[src/rtl/attr_reclass_seq_pkg.sv]
// Shared types and class-code constants for the AttrReclass frame sequencer.
package tinyspu_pkg;

    typedef enum logic [2:0] {
        CFG_A = 3'd0,
        CFG_B = 3'd1,
        CFG_D = 3'd2,
        RUN   = 3'd3,
        DONE  = 3'd4
    } state_e;

    localparam logic [3:0] CLS3_HI  = 4'd1;
    localparam logic [3:0] CLS3_MID = 4'd2;
    localparam logic [3:0] CLS3_LO  = 4'd3;
    localparam logic [3:0] CLS2_GE  = 4'd0;
    localparam logic [3:0] CLS2_LT  = 4'd5;

endpackage

[src/rtl/attr_reclass_seq_reclass.sv]
// AttrReclass comparator: purely combinational 3-class / 2-class coding of C.
module attr_reclass_seq_reclass
    import tinyspu_pkg::*;
(
    input  logic [3:0] a_i,
    input  logic [3:0] b_i,
    input  logic [3:0] c_i,
    input  logic [3:0] d_i,
    output logic [3:0] m_o,
    output logic [3:0] n_o
);

    // Unsigned 4-bit compares; B>A leaves the middle class unreachable.
    always_comb begin
        m_o = CLS3_LO;
        if (c_i > a_i)
            m_o = CLS3_HI;
        else if (c_i >= b_i)
            m_o = CLS3_MID;
        n_o = (c_i >= d_i) ? CLS2_GE : CLS2_LT;
    end

endmodule

[src/rtl/attr_reclass_seq.sv]
// Frame sequencer: three config beats (A, B, D), then CELLS cells through
// AttrReclass with a one-deep registered result stage and class histograms.
module attr_reclass_seq
    import tinyspu_pkg::*;
#(
    parameter int CELLS = 16,
    parameter int CNT_W = 8
) (
    input  logic             clk,
    input  logic             rst,
    input  logic             cfg_valid,
    input  logic [3:0]       cfg_data,
    output logic             cfg_ready,
    input  logic             s_valid,
    input  logic [3:0]       s_data,
    output logic             s_ready,
    output logic             m_valid,
    output logic [3:0]       m_cls3,
    output logic [3:0]       m_cls2,
    output logic             m_last,
    input  logic             m_ready,
    output logic             done,
    output logic             cfg_err,
    output logic [CNT_W-1:0] cnt1,
    output logic [CNT_W-1:0] cnt2,
    output logic [CNT_W-1:0] cnt3
);

    localparam int CIW = $clog2(CELLS + 1);
    localparam logic [CIW-1:0] IDX_END  = CIW'(CELLS);
    localparam logic [CIW-1:0] IDX_LAST = CIW'(CELLS - 1);

    state_e           state_q, state_d;
    logic [3:0]       a_q, b_q, d_q;
    logic [CIW-1:0]   idx_q;
    logic             m_valid_q, m_last_q, cfg_err_q;
    logic [3:0]       m_cls3_q, m_cls2_q;
    logic [CNT_W-1:0] cnt1_q, cnt2_q, cnt3_q;
    logic [3:0]       cls3_w, cls2_w;
    logic             cfg_acc, s_acc, drain;

    function automatic logic [CNT_W-1:0] sat_inc(input logic [CNT_W-1:0] v);
        return (&v) ? v : v + 1'b1;
    endfunction

    attr_reclass_seq_reclass u_reclass (
        .a_i (a_q),
        .b_i (b_q),
        .c_i (s_data),
        .d_i (d_q),
        .m_o (cls3_w),
        .n_o (cls2_w)
    );

    assign cfg_acc = cfg_valid & cfg_ready;
    assign s_acc   = s_valid & s_ready;
    assign drain   = m_valid_q & m_ready;

    // State register.
    always_ff @(posedge clk) begin
        if (rst)
            state_q <= CFG_A;
        else
            state_q <= state_d;
    end

    // Next-state: config beats, then run until the last result is drained.
    always_comb begin
        state_d = state_q;
        case (state_q)
            CFG_A:   if (cfg_acc) state_d = CFG_B;
            CFG_B:   if (cfg_acc) state_d = CFG_D;
            CFG_D:   if (cfg_acc) state_d = RUN;
            RUN:     if (drain && m_last_q) state_d = DONE;
            DONE:    state_d = CFG_A;
            default: state_d = CFG_A;
        endcase
    end

    // Handshake outputs decoded from state; a held result blocks new cells.
    always_comb begin
        cfg_ready = (state_q == CFG_A) || (state_q == CFG_B) || (state_q == CFG_D);
        s_ready   = (state_q == RUN) && (idx_q < IDX_END) && (!m_valid_q || m_ready);
        done      = (state_q == DONE);
    end

    // Thresholds, cell index, result stage and histograms.
    always_ff @(posedge clk) begin
        if (rst) begin
            a_q       <= '0;
            b_q       <= '0;
            d_q       <= '0;
            idx_q     <= '0;
            m_valid_q <= 1'b0;
            m_cls3_q  <= '0;
            m_cls2_q  <= '0;
            m_last_q  <= 1'b0;
            cfg_err_q <= 1'b0;
            cnt1_q    <= '0;
            cnt2_q    <= '0;
            cnt3_q    <= '0;
        end else begin
            if (cfg_acc) begin
                case (state_q)
                    CFG_A: begin
                        a_q       <= cfg_data;
                        cfg_err_q <= 1'b0;
                        cnt1_q    <= '0;
                        cnt2_q    <= '0;
                        cnt3_q    <= '0;
                    end
                    CFG_B:   b_q <= cfg_data;
                    CFG_D: begin
                        d_q       <= cfg_data;
                        cfg_err_q <= (b_q > a_q);
                    end
                    default: ;
                endcase
            end

            if (s_acc) begin
                m_valid_q <= 1'b1;
                m_cls3_q  <= cls3_w;
                m_cls2_q  <= cls2_w;
                m_last_q  <= (idx_q == IDX_LAST);
                idx_q     <= idx_q + 1'b1;
                case (cls3_w)
                    CLS3_HI:  cnt1_q <= sat_inc(cnt1_q);
                    CLS3_MID: cnt2_q <= sat_inc(cnt2_q);
                    default:  cnt3_q <= sat_inc(cnt3_q);
                endcase
            end else if (drain) begin
                m_valid_q <= 1'b0;
            end

            // No cell can be accepted once idx reached CELLS, so this never
            // collides with the increment above.
            if (drain && m_last_q)
                idx_q <= '0;
        end
    end

    assign m_valid = m_valid_q;
    assign m_cls3  = m_cls3_q;
    assign m_cls2  = m_cls2_q;
    assign m_last  = m_last_q;
    assign cfg_err = cfg_err_q;
    assign cnt1    = cnt1_q;
    assign cnt2    = cnt2_q;
    assign cnt3    = cnt3_q;

endmodule

[config.mk]
export PLATFORM = sky130hd
export DESIGN_NAME = attr_reclass_seq
export DESIGN_NICKNAME = d
export VERILOG_FILES = /design/src/rtl/attr_reclass_seq_pkg.sv /design/src/rtl/attr_reclass_seq_reclass.sv /design/src/rtl/attr_reclass_seq.sv
export SDC_FILE = /design/constraint.sdc
export NUM_CORES = 1
export LEC_CHECK = 0
export BUFFER_PORTS_ARGS = -buffer_cell sky130_fd_sc_hd__buf_4
export CORE_ASPECT_RATIO = 0.75
export CORE_MARGIN = 5
export CORE_UTILIZATION = 35
export DETAILED_ROUTE_END_ITERATION = 8
export PLACE_DENSITY_LB_ADDON = 0.08
export SYNTH_ARGS = -nofsm -noshare
export SYNTH_HDL_FRONTEND = slang
export SYNTH_SLANG_ARGS = --single-unit
[constraint.sdc]
create_clock -name clk -period 3.2 [get_ports clk]
set_input_delay 0.16 -clock clk [delete_from_list [all_inputs] [get_ports clk]]
set_output_delay 0.16 -clock clk [all_outputs]
set_load 0.005 [all_outputs]
==> summary.txt <==
STA
  – Max Slew Vio Count: 0
  – Post-route minimum period: 2.53 ns
  – Fmax achieved: 0.395 GHz
  – TNS Setup: 0 ns
  – Slew headroom: 36.8%
  – Count of final hold-check violations: 0
  – RSZ-0062 raised after global routing: no
  – Final setup vio count: 0
  – Final Cycle Share: 79.1%
  – Final WS setup: 0.668 ns
  – Final Skew: 0.00663 ns
  – Hold Slack: 0.110 ns
  – Worst slew pin tran: ~0.94 ns

Layout
  – Final instance area: 3170 um^2
  – Non-Filler Instances: 467
  – Core Util, Final: 42.7%
  – Area Growth Syn to Fin: 17.6%
  – Fill cells: 761
  – Ant. Diodes: 0
  – Layout net count: 399
  – Share of cells above drive strength 1: 16.4%

Drt
  – Final ANT Viol Nets: 0
  – Via count: 2375
  – Drt first pass iters: 4
  – Via density: roughly 5.1
  – 1st-iter DRT viols: 105
  – DR WL/cell: 13.7 um
  – Final WL: 6410 um
  – Drt drc: 0

Placement
  – Detailed Place HPWL: 4760 um
  – DP Worst Slack: between 0.7 and 0.8 ns
  – Placed Area: between 3000 and 4000 um^2
  – Cell Count Post-Placement: 459
  – Port bufs: 46
  – GPL Wtd Cong: 0.783

GRT
  – GRT Max-Usage Layer: met2
  – M3 GR Usage: 3.17%
  – Grt ovf: 0
  – Total GRT Usage: 13.4%
  – GRT met1 Usage: 19.2%
  – Global-route wire length before repair: 10500 um
  – Pin count of the biggest net entering global routing: 35
  – Initial antenna violation count: 0
  – Met2 usage: about a fifth
  – Number of global-route vias before repair: roughly 2100

Logic synthesis
  – Sequential share of the synthesized area: about 37%
  – Post-Synthesis Cell Area: 2700 um^2
  – Synth top area share: 37.1%
  – Post-Syn Instances: 327
  – Top cells by count, synth: dfxtp_1, nand2_1, nor2_1, a21oi_1, inv_1
  – Synth unique cells: 50
  – Largest area contributor in the synthesized netlist: dfxtp_1
  – Synth Warn #: 0
  – Syn_area_per_cell: 8.25 um^2
  – Count leader, synth: dfxtp_1
  – Ranking of synthesized cells by area: dfxtp_1, ha_1, nand2_1
  – Ys flop type: dfxtp_1
  – Synth Register Bits: 50
  – Post-synth EDFFs: 0
  – Async SR Flop Fraction: 0%

CTS
  – Post_cts resized: 0
  – Root Buffer: clkbuf_8
  – # Post-CTS Setup Buffers: 0
  – Clk pin slew, worst setup/hold paths: ~0.090 ns
  – CTS tree: built
  – CTS sink count: 50
  – Htree depth: 2
  – TritonCTS Buffers: 5
  – Clock insertion delay at the later pin of the skew report: 0.30 ns
  – Hold Buf Count CTS: 0
  – Clock Path Buffers: 2

Setup path
  – Setup CP Type: reg2reg
  – WP data arrival: 2.78 ns
  – Worst-path fanout max: 8
  – Endpoint class of the critical path: flip-flop
  – CP Launch Type: flip-flop
  – CP required: between 3 and 4 ns

Floorplanning
  – Die Span Y: 86.0 um
  – Die Area: 9580 um^2
  – Die Width: 111 um
  – IO Count: 51
  – Core Rows: 27
  – Floorplan Core Area: 7430 um^2
  – Initial Utilization: between 30% and 40%

Power and ir drop
  – Total power draw: 1.15 mW
  – Max VDD drop: 0.165 mV
  – Pwr Density: about 360 nW/um^2
  – P_leak: 1.32 nW

Hold path
  – Worst hold path class: in2reg

Outcome
  – Outcome: finished clean

Flow run
  – Max cap viols: 0
registers in the layout, indices dropped and copies added (netlist names):
register,cells
cnt1,8
cnt2,8
cnt3,8
idx_q,5
a_q,4
b_q,4
d_q,4
state_q,3
m_cls3,2
cfg_err,1
m_cls2,1
m_last,1
m_valid,1
power by group:
| part | switching [mW] | internal, mW |
|---|---|---|
| clock | 0.212 | 0.175 |
| sequential | 0.00843 | 0.631 |
| combinational | 0.0763 | 0.0477 |
| total | 0.297 | 0.854 |
cell type report:
| type | count | area, um^2 | area share (%) |
|---|---|---|---|
| Multi-Input combinational cell | 239 | 1520 | 48.0 |
| Sequential cell | 50 | 1000 | 31.5 |
| Timing Repair Buffer | 46 | 345 | 10.9 |
| Tap cell | 101 | 126 | 3.98 |
| Clock buffer | 7 | 86.3 | 2.72 |
| Inverter | 23 | 86.3 | 2.72 |
| Clock inverter | 1 | 5.00 | 0.158 |
layout by cell type, fill, tap and decap left out, types with 10 or more instances in the layout:
cell type / n
ha_1: 21
mux2i_1: 13
o21ai_0: 14
dfxtp_1: 50
inv_1: 23
nor2_1: 30
nand3_1: 18
a21oi_1: 25
buf_4: 46
and3_1: 10
nand2_1: 36
cells by family after synthesis:
group | count (synthesis) | synth area share (%)
fa+ha+maj | 21 | 9.74
compound gates | 66 | 15.5
xor+xnor | 3 | 0.974
mux | 14 | 5.24
simple gates | 131 | 24.4
other cells | 1 | 0.139
buf+inv | 41 | 6.91
flops | 50 | 37.1
metal layers:
layer / vias to the layer above / routed length [um]
met5: - / 0
met4: 0 / 53
met3: 5 / 309
met2: 62 / 2600
met1: 1094 / 3450
li1: 1214 / -
worst max-delay path, cell delays in order (launching register included):
cell and delay (ns):
dfxtp_1 0.34, inv_1 0.06, ha_1 0.29, nor2b_1 0.13
o211a_1 0.21, o21a_1 0.28, nor4_1 0.80, a22o_1 0.24
a32o_1 0.12
path summary, 6_finish.rpt:
kind / endpoint / cells past startpoint / start / slack [ns]
max: cnt3[1]$_SDFFE_PP0P_ / 8 / a_q[1]$_SDFFE_PP0P_ / 0.67
min: d_q[3]$_SDFFE_PP0P_ / 3 / cfg_data[3] / 0.11
max reg2reg: cnt3[1]$_SDFFE_PP0P_ / 8 / a_q[1]$_SDFFE_PP0P_ / 0.67
min reg2reg: a_q[2]$_SDFFE_PP0P_ / 2 / a_q[2]$_SDFFE_PP0P_ / 0.46
(Power assumes the default switching activity.)
